===== src/rtl/grid_pkg.sv =====
// Shared types and constants for the grid_scanner fetch stage.
// With STENCIL_BOUNDARY_EN defined, each cell tag also carries {N,S,W,E} edge flags.
package grid_pkg;

    localparam int SCAN_FIFO_DEPTH = 2;
    // Coordinates are stored at a fixed width; the top keeps only the low bits it needs.
    localparam int TAG_COORD_W     = 16;

    typedef enum logic [1:0] {
        IDLE  = 2'd0,
        SCAN  = 2'd1,
        DRAIN = 2'd2,
        DONE  = 2'd3
    } scan_state_t;

    typedef struct packed {
        logic [TAG_COORD_W-1:0] x;
        logic [TAG_COORD_W-1:0] y;
        logic                   last;
`ifdef STENCIL_BOUNDARY_EN
        logic [3:0]             boundary;
`endif
    } cell_tag_t;

endpackage


===== src/rtl/scan_fifo.sv =====
// Two-entry registered FIFO holding ram_data plus its cell tag; entry 0 is always the head.
// The head stays put while not popped, so the stream is stable under backpressure.
module scan_fifo
    import grid_pkg::*;
#(
    parameter int DATA_WIDTH = 16
) (
    input  logic                  clk,
    input  logic                  rst,
    input  logic                  push,
    input  logic                  pop,
    input  logic [DATA_WIDTH-1:0] push_data,
    input  cell_tag_t             push_tag,
    output logic [DATA_WIDTH-1:0] head_data,
    output cell_tag_t             head_tag,
    output logic [1:0]            count
);

    logic [DATA_WIDTH-1:0] data0_q, data0_d, data1_q, data1_d;
    cell_tag_t             tag0_q, tag0_d, tag1_q, tag1_d;
    logic [1:0]            count_q, count_d;

    // Next-state for the two entries and the occupancy counter.
    always_comb begin
        data0_d  = data0_q;
        data1_d  = data1_q;
        tag0_d   = tag0_q;
        tag1_d   = tag1_q;
        count_d  = count_q;
        case ({push, pop})
            2'b10: begin
                if (count_q == 2'd0) begin
                    data0_d = push_data;
                    tag0_d  = push_tag;
                end else begin
                    data1_d = push_data;
                    tag1_d  = push_tag;
                end
                count_d = count_q + 2'd1;
            end
            2'b01: begin
                data0_d = data1_q;
                tag0_d  = tag1_q;
                count_d = count_q - 2'd1;
            end
            2'b11: begin
                if (count_q == 2'd1) begin
                    data0_d = push_data;
                    tag0_d  = push_tag;
                end else begin
                    data0_d = data1_q;
                    tag0_d  = tag1_q;
                    data1_d = push_data;
                    tag1_d  = push_tag;
                end
            end
            default: begin
                count_d = count_q;
            end
        endcase
    end

    // Entry and counter registers.
    always_ff @(posedge clk or posedge rst) begin
        if (rst) begin
            data0_q <= '0;
            data1_q <= '0;
            tag0_q  <= '0;
            tag1_q  <= '0;
            count_q <= 2'd0;
        end else begin
            data0_q <= data0_d;
            data1_q <= data1_d;
            tag0_q  <= tag0_d;
            tag1_q  <= tag1_d;
            count_q <= count_d;
        end
    end

    assign head_data = data0_q;
    assign head_tag  = tag0_q;
    assign count     = count_q;

endmodule


===== src/rtl/grid_scanner.sv =====
// Row-major sweep of a GRID_X x GRID_Y grid RAM, streamed out as tagged valid/ready beats.
// Optional macro STENCIL_BOUNDARY_EN adds the out_boundary {N,S,W,E} port.
`ifndef DATA_WIDTH
`define DATA_WIDTH 16
`endif
`ifndef ADDRESS_WIDTH
`define ADDRESS_WIDTH 10
`endif
module grid_scanner
    import grid_pkg::*;
#(
    parameter int DATA_WIDTH    = `DATA_WIDTH,
    parameter int ADDRESS_WIDTH = `ADDRESS_WIDTH,
    parameter int GRID_X        = 32,
    parameter int GRID_Y        = 32
) (
    input  logic                       clk,
    input  logic                       rst,
    input  logic                       start,
    output logic                       busy,
    output logic                       done,
    output logic [ADDRESS_WIDTH-1:0]   read_address,
    input  logic [DATA_WIDTH-1:0]      ram_data,
    output logic                       out_valid,
    input  logic                       out_ready,
    output logic [DATA_WIDTH-1:0]      out_data,
    output logic [$clog2(GRID_X)-1:0]  out_x,
    output logic [$clog2(GRID_Y)-1:0]  out_y,
`ifdef STENCIL_BOUNDARY_EN
    output logic [3:0]                 out_boundary,
`endif
    output logic                       out_last
);

    localparam int XW = $clog2(GRID_X);
    localparam int YW = $clog2(GRID_Y);

    scan_state_t              state_q, state_d;
    logic [ADDRESS_WIDTH-1:0] addr_q, addr_d;
    logic [XW-1:0]            x_q, x_d;
    logic [YW-1:0]            y_q, y_d;
    logic                     inflight_q, inflight_d;
    cell_tag_t                tag_q, tag_d, issue_tag;
    logic                     busy_q, done_q;
    logic [1:0]               count;
    logic [2:0]               occupancy;
    logic                     pop, issue, x_at_end, y_at_end, addr_at_end;
    logic [DATA_WIDTH-1:0]    head_data;
    cell_tag_t                head_tag;

    assign out_valid   = (count != 2'd0);
    assign pop         = out_valid && out_ready;
    assign occupancy   = {1'b0, count} + {2'b00, inflight_q};
    // out_ready reaches issue combinationally so a pop frees a slot in the same cycle.
    assign issue       = (state_q == SCAN) && (occupancy < (3'd2 + {2'b00, pop}));
    assign x_at_end    = (x_q == XW'(GRID_X - 1));
    assign y_at_end    = (y_q == YW'(GRID_Y - 1));
    assign addr_at_end = (addr_q == ADDRESS_WIDTH'(GRID_X * GRID_Y - 1));

    // Tag for the address being issued this cycle.
    always_comb begin
        issue_tag          = '0;
        issue_tag.x        = TAG_COORD_W'(x_q);
        issue_tag.y        = TAG_COORD_W'(y_q);
        issue_tag.last     = x_at_end && y_at_end;
`ifdef STENCIL_BOUNDARY_EN
        issue_tag.boundary = {(y_q == {YW{1'b0}}), y_at_end, (x_q == {XW{1'b0}}), x_at_end};
`endif
    end

    // Sweep FSM, address/coordinate counters and the one-deep in-flight tag.
    always_comb begin
        state_d    = state_q;
        addr_d     = addr_q;
        x_d        = x_q;
        y_d        = y_q;
        inflight_d = issue;
        if (issue) begin
            tag_d = issue_tag;
        end else begin
            tag_d = tag_q;
        end
        case (state_q)
            IDLE: begin
                if (start) begin
                    state_d = SCAN;
                    addr_d  = {ADDRESS_WIDTH{1'b0}};
                    x_d     = {XW{1'b0}};
                    y_d     = {YW{1'b0}};
                end else begin
                    state_d = IDLE;
                end
            end
            SCAN: begin
                if (issue) begin
                    addr_d = addr_q + ADDRESS_WIDTH'(1);
                    if (x_at_end) begin
                        x_d = {XW{1'b0}};
                        y_d = y_q + YW'(1);
                    end else begin
                        x_d = x_q + XW'(1);
                        y_d = y_q;
                    end
                    if (addr_at_end) begin
                        state_d = DRAIN;
                    end else begin
                        state_d = SCAN;
                    end
                end else begin
                    state_d = SCAN;
                end
            end
            DRAIN: begin
                // Leave on the final handshake so done lands in the very next cycle.
                if (!inflight_q && (count == {1'b0, pop})) begin
                    state_d = DONE;
                end else begin
                    state_d = DRAIN;
                end
            end
            DONE: begin
                state_d = IDLE;
            end
            default: begin
                state_d = IDLE;
            end
        endcase
    end

    // Control registers; busy/done are registered from the next state.
    always_ff @(posedge clk or posedge rst) begin
        if (rst) begin
            state_q    <= IDLE;
            addr_q     <= {ADDRESS_WIDTH{1'b0}};
            x_q        <= {XW{1'b0}};
            y_q        <= {YW{1'b0}};
            inflight_q <= 1'b0;
            tag_q      <= '0;
            busy_q     <= 1'b0;
            done_q     <= 1'b0;
        end else begin
            state_q    <= state_d;
            addr_q     <= addr_d;
            x_q        <= x_d;
            y_q        <= y_d;
            inflight_q <= inflight_d;
            tag_q      <= tag_d;
            busy_q     <= (state_d == SCAN) || (state_d == DRAIN);
            done_q     <= (state_d == DONE);
        end
    end

    scan_fifo #(
        .DATA_WIDTH (DATA_WIDTH)
    ) u_fifo (
        .clk       (clk),
        .rst       (rst),
        .push      (inflight_q),
        .pop       (pop),
        .push_data (ram_data),
        .push_tag  (tag_q),
        .head_data (head_data),
        .head_tag  (head_tag),
        .count     (count)
    );

    logic unused_tag_bits;
    assign unused_tag_bits = ^{head_tag.x[TAG_COORD_W-1:XW], head_tag.y[TAG_COORD_W-1:YW]};

    assign busy         = busy_q;
    assign done         = done_q;
    assign read_address = addr_q;
    assign out_data     = head_data;
    assign out_x        = head_tag.x[XW-1:0];
    assign out_y        = head_tag.y[YW-1:0];
    assign out_last     = head_tag.last;
`ifdef STENCIL_BOUNDARY_EN
    assign out_boundary = head_tag.boundary;
`endif

endmodule


===== config.mk =====
export PLATFORM = sky130hd
export DESIGN_NAME = grid_scanner
export DESIGN_NICKNAME = d
export VERILOG_FILES = /design/src/rtl/grid_pkg.sv /design/src/rtl/scan_fifo.sv /design/src/rtl/grid_scanner.sv
export SDC_FILE = /design/constraint.sdc
export NUM_CORES = 1
export LEC_CHECK = 0
export BUFFER_PORTS_ARGS = -buffer_cell sky130_fd_sc_hd__buf_2
export CAP_MARGIN = 20
export CORE_UTILIZATION = 50
export DETAILED_ROUTE_END_ITERATION = 6
export PLACE_DENSITY = 0.71
export SLEW_MARGIN = 20
export SYNTH_ARGS = -nofsm -noshare
export SYNTH_HDL_FRONTEND = slang
export SYNTH_SLANG_ARGS = --single-unit

===== constraint.sdc =====
create_clock -name clk -period 3.3 [get_ports clk]
set_input_delay 0.33 -clock clk [delete_from_list [all_inputs] [get_ports clk]]
set_output_delay 0.33 -clock clk [all_outputs]
set_load 0.01 [all_outputs]

* Yosys cells after proc, flatten, opt, wreduce, memory -nomap -nowiden *
Index checks and enable logic that the tools add are counted.

word-level totals
  register bits = 103
  bits of input ports = 20
  output and inout bits = 40

operators by class
  add/subtract/negate cells = 7
  magnitude comparators = 1
  equal/unequal tests = 20
  mux-type cells = 28
  reductions and logical operators = 17

operators by type and width
  cell                     number
  $mux W22                 4
  $pmux W22 S3             1
  $mux W16                 4
  $pmux W16 S3             1
  $pmux W22 S2             1
  $pmux W16 S2             1
  $mux W5                  5
  $mux W10                 2
  $pmux W10 S2             1
  $pmux W5 S2              2
  $eq A2 B2 Y1 const B     6
  $add A10 B1 Y10 const B  1
  $add A5 B1 Y5 const B    2
  $eq A10 B10 Y1 const B   1
  $eq A5 B5 Y1 const B     2
  $ne A2 B2 Y1 const B     5
  $eq A2 B1 Y1 const B     4
  $pmux W2 S4              1
  $reduce_bool A2 Y1       4
  $reduce_and A3 Y1        2
  $logic_and A1 B1 Y1      4
  $logic_not A2 Y1         2
  $mux W2                  2
  $pmux W2 S2              1
  other kinds (13)         14

* Logic depth before layout (Yosys ltp) *
  depth in word-level cells = 9
  mapped depth = 9
  gate-level depth less buffers = 8

* Hierarchy *
From an unflattened synthesis, not the netlist that was laid out.

second synthesis, totals
  cell total of the unflattened synthesis = 585
  area total of the unflattened synthesis = 6199.7 um2

by module, submodules not included
  module        times used  cells each  area an instance (um2)  seq. area each (um2)
  scan_fifo     1           411         4480.5                  2502.4
  grid_scanner  1           174         1719.1                  900.9

* Worst setup path after synthesis *
No wires, ideal clock.

  path type = register to register
  start = register u_fifo.count_q[0] (netlist: u_fifo.count[0])
  end = register u_fifo.data1_q[0]
  library setup time = 0.125 ns
  arrival = 2.409 ns
  slack = 0.766 ns
  cell stages (with the launch flop) = 9
  buffers on the path = 1
  cell sequence = dfrtp_1 > inv_1 > ha_1 > nor2b_1 > inv_1 > ha_1 > o211ai_1 > buf_2 > mux2_2

on the way
  longest elaborated chain between the ends = 5
  elaborated cells on any way between the ends = 11

ends and longest elaborated chain
  item                                                                        RTL line            RTL
  start, declared                                                             scan_fifo.sv:21     logic [1:0] count_q, count_d;
  start signal, assigned                                                      scan_fifo.sv:76     count_q <= count_d;
  $reduce_bool A2 Y1                                                          grid_scanner.sv:51  assign out_valid = (count != 2'd0);
  $logic_and A1 B1 Y1                                                         grid_scanner.sv:52  assign pop = out_valid && out_ready;
  $eq A2 B2 Y1                                                                scan_fifo.sv:30     case ({push, pop})
  $ne A2 B2 Y1 (no source line) / $reduce_bool A2 Y1 (equally long branches)  n/a
  $reduce_and A3 Y1 (no source line)                                          n/a
  end signal, assigned                                                        scan_fifo.sv:73     data1_q <= data1_d;
  end, declared                                                               scan_fifo.sv:19     logic [DATA_WIDTH-1:0] data0_q, data0_d, data1_q, data1_d;

Parallel ways exist; a longest one is shown, timed or not.
A chain may end at the register's enable or synchronous reset.

* Worst setup path in the final report *
  start = register u_fifo.count_q[0] (netlist: u_fifo.count[0])
  end = register u_fifo.tag1_q[5] (netlist bit)

on the way
  longest elaborated chain between the ends = 5
  elaborated cells on any way between the ends = 11

ends and longest elaborated chain
  item                                                                        RTL line            RTL
  $reduce_bool A2 Y1                                                          grid_scanner.sv:51
  $logic_and A1 B1 Y1                                                         grid_scanner.sv:52
  $eq A2 B2 Y1                                                                scan_fifo.sv:30
  $ne A2 B2 Y1 (no source line) / $reduce_bool A2 Y1 (equally long branches)  n/a
  $reduce_and A3 Y1 (no source line)                                          n/a
  end signal, assigned                                                        scan_fifo.sv:75     tag1_q <= tag1_d;
  end, declared                                                               scan_fifo.sv:20     cell_tag_t tag0_q, tag0_d, tag1_q, tag1_d;

Parallel ways exist; a longest one is shown, timed or not.

==> impl_metrics.csv <==
group,metric,value,unit
run_status,outcome,"finished clean",
run,drv_cap,0,
cells_and_area,area_growth,16.0,%
detailed_routing,totalWireLength,7.89,mm
grt,grt_pass1_vias,2800,
placement,hpwlAfterDp,5.18,mm
cts,cts_buffers,9,
sta,min_period,2.72,ns
setup_path,worst_setup_path_end_kind,"register",
yosys,synth_cell_type_count,40,
setup_path,worst-path-buf-inv,2,
sta,worstMarginPinSlew,0.807,ns
cts,clock-sinks,92,
setup_path,crit_required,3.54,ns
yosys,ys_seq_area_share,56.7,%
cts,cts_hold_buf,0,
placement,routabilityCongestion,0.780,
grt,grt_max_degree,55,
pwr,power_leakage,2.22,nW
cells_and_area,fillers,662,
detailed_routing,drtPass1Iterations,4,
detailed_routing,drt.antenna.violating_nets,0,
setup_path,r2r_start,"u_fifo.count[0]$_DFFE_PP0P_",
cts,cts_tree,"built",
sta,final_max_slew_viol_count,0,
sta,post-route-period-util,82.4,%
die,die_h,92.1,um
yosys,syn-instance-count,349,
sta,fin_worst_skew,0.00869,ns
setup_path,crit_chain,"inv_1 -> ha_1 -> nor2b_1 -> ha_1 -> nand2_1 -> o211ai_1 -> buf_4 -> mux2_2",
yosys,synth_top_area_share,56.7,%
die,fp.dieW,92.1,um
cts,ctsLongestPathBuffers,2,
setup_path,crit_type,"register to register",
cts,clk_pin_slew,0.09,ns
grt,grt.total_usage,20.4,%
detailed_routing,vias,2875,
detailed_routing,met3WireLength,308,um
cts,clock_latency,0.35,ns
grt,grt_pass1_wl,13.6,mm
detailed_routing,vias_per_cell,5.56,
detailed_routing,drc,0,
sta,report.final.setup_viol,0,
die,core,7810,um^2
grt,grt_overflow_total,0,
setup_path,startpoint,"u_fifo.count[0]$_DFFE_PP0P_",
sta,fin_tns_setup,0,ns
cells_and_area,multi_input_area,1670,um^2
detailed_routing,wl_met2,3.78,mm
cells_and_area,nNetsFinal,443,
detailed_routing,top_layer,"met4",
setup_path,critPathMaxFanout,27,
die,rows,32,
setup_path,critPathMaxStageDelay,0.47,ns
yosys,ys_ff_latch,92,
yosys,synth_nets,382,
sta,rsz0062_at_grt,"no",
cts,htree_levels,3,
pwr,p_total,4.41,mW
setup_path,path_delay_family,"adder cells",
sta,fmax,368,MHz
setup_path,cp-start-kind,"register",
setup_path,slowest_stage,"nor2b_1",
placement,io_buffers,59,
setup_path,arrival,2.96,ns
yosys,yosysTopAreaCell,"dfrtp_1",
cells_and_area,antenna_cells,0,
cells_and_area,regArea,2300,um^2
yosys,yosys-top-cells-area,"dfrtp_1 (57%), mux2_2 (10%), o21ai_0 (5.3%), a22oi_1 (5.0%), ha_1 (4.0%)",
detailed_routing,drt-met1-wl,3.70,mm
die,initial_core_util,52.0,%
grt,antenna_found_initial,0,
yosys,syn-cell-area,4060,um^2
sta,max-slew-margin-rel,46.1,%
cts,cts_resized,0,
setup_path,critPathMostFrequentCell,"ha_1",
pwr,pwr_density_cell,936,nW/um^2
cts,cts_root_buf,"clkbuf_8",
die,die_area,8480,um^2
pwr,ir_drop,0.000383,V
detailed_routing,drtIter0Drc,100,
cells_and_area,drive_above_1_share,30.6,%
hold_path,hp-class,"input pin to async pin",
cts,post-cts-setup-buffers,0,
die,num_io_pins,60,
sta,finalHoldViolCount,0,
yosys,yosysWarnings,0,
detailed_routing,wl_per_cell,15.3,um
sta,hold_ws,0.0971,ns
yosys,avgSynthCellArea,11.6,um^2
-- final timing paths --
path,depth (start not counted),slack [ns],to
worst min-delay path,2,0.1,u_fifo.head_data[10]$_DFFE_PP0P_
worst max-delay path,8,0.58,u_fifo.tag1_q[5]$_DFFE_PP0P_
max in group asynchronous,3,2.41,tag_q[0]$_DFFE_PP0P_
worst max register to register,8,0.58,u_fifo.tag1_q[5]$_DFFE_PP0P_
worst min register to register,2,0.48,u_fifo.head_tag[3]$_DFFE_PP0P_
min in group clk,2,0.22,u_fifo.data1_q[15]$_DFFE_PP0P_
-- per-layer routing --
metal / GRT usage [%] / up-vias
li1: - / 1388
met1: 27.8 / 1420
met2: 32.5 / 59
met3: 4.48 / 8
met4: 6.51 / 0
met5: 0 / -
-- logic make-up (layout without fill, tap and decap cells) --
group | count (synthesis) | after routing | synth area share, %
XOR/XNOR | 3 | 3 | 0.647
buffers and inverters | 26 | 92 | 2.71
adder cells (fa/ha/maj) | 13 | 13 | 4.01
multiplexers | 38 | 38 | 10.5
AND/OR/NAND/NOR | 80 | 80 | 10.2
AO/OA/AOI/OAI | 97 | 97 | 15.2
flip-flops | 92 | 92 | 56.7
-- Yosys cell counts (all sizes together) --
library cell  instances
dfrtp                92
o21ai                45
nand2                43
mux2                 37
a22oi                27
ha                   13
clkbuf               11
inv                  10
a21oi                 8
nand3                 6
o31ai                 6
buf                   5
nor2                  5
or3                   4
or4                   4
and3                  3
nand2b                3
xnor2                 3
a21boi                2
a22o                  2
a32o                  2
nor3                  2
nor4b                 2
o211ai                2
a211oi                1
a21o                  1
and2b                 1
and3b                 1
and4                  1
mux2i                 1
nand3b                1
nand4                 1
nor2b                 1
nor3b                 1
o32ai                 1
or2                   1
-- where the power goes --
group	internal [mW]	leakage, nW	switching (mW)
clock	0.447	0.113	0.386
combinational	0.793	0.931	1.02
sequential	1.51	1.18	0.255
total	2.75	2.22	1.66
-- sequential cells by signal (all words and copies together), names as in the netlist --
signal	flops
busy	1
u_fifo.head_data	16
state_q	2
u_fifo.data1_q	16
tag_q	11
u_fifo.head_tag	11
y_q	5
x_q	5
done	1
inflight_q	1
u_fifo.tag1_q	11
read_address	10
u_fifo.count	2
-- per-stage QoR --
stage | setup WS [ns] | util, % | cells | cell area (um^2)
after floorplan | 0.578 | - | 349 | 4060
after global placement | 0.759 | 57.4 | 501 | 4480
after detailed placement | 0.600 | 57.4 | 501 | 4480
after CTS | 0.580 | 60.2 | 517 | 4700
after global routing | 0.351 | 60.3 | 517 | 4710
final | 0.581 | 60.3 | 517 | 4710
-- final cells by class --
class / count / area share (%)
clock buffer: 10 / 2.92
timing repair buffer: 66 / 7.38
sequential: 92 / 48.9
multi-input combinational: 231 / 35.5
tap: 102 / 2.71
clock inverter: 6 / 1.83
inverter: 10 / 0.823
-- placed cells by master, fill, tap and decap left out, types with 2 or more instances in the layout --
cell type,synthesis,routed
ha_1,13,13
clkinv_2,0,3
a32o_1,2,2
o211ai_1,2,2
a22oi_1,27,27
bufinv_16,0,2
buf_4,0,7
nand2b_1,3,3
nor3_1,2,2
and3_1,3,3
nand2_1,43,43
xnor2_1,3,3
o31ai_1,6,6
or3_1,4,4
inv_1,10,9
o21ai_0,43,42
nor2_1,5,5
clkbuf_8,0,10
a21oi_1,8,7
mux2_2,37,37
or4_1,4,4
buf_2,4,59
dfrtp_1,92,92
a22o_1,2,2
nand3_1,6,6
o21ai_1,2,2
Note: power is estimated with default switching activity, not from simulation.
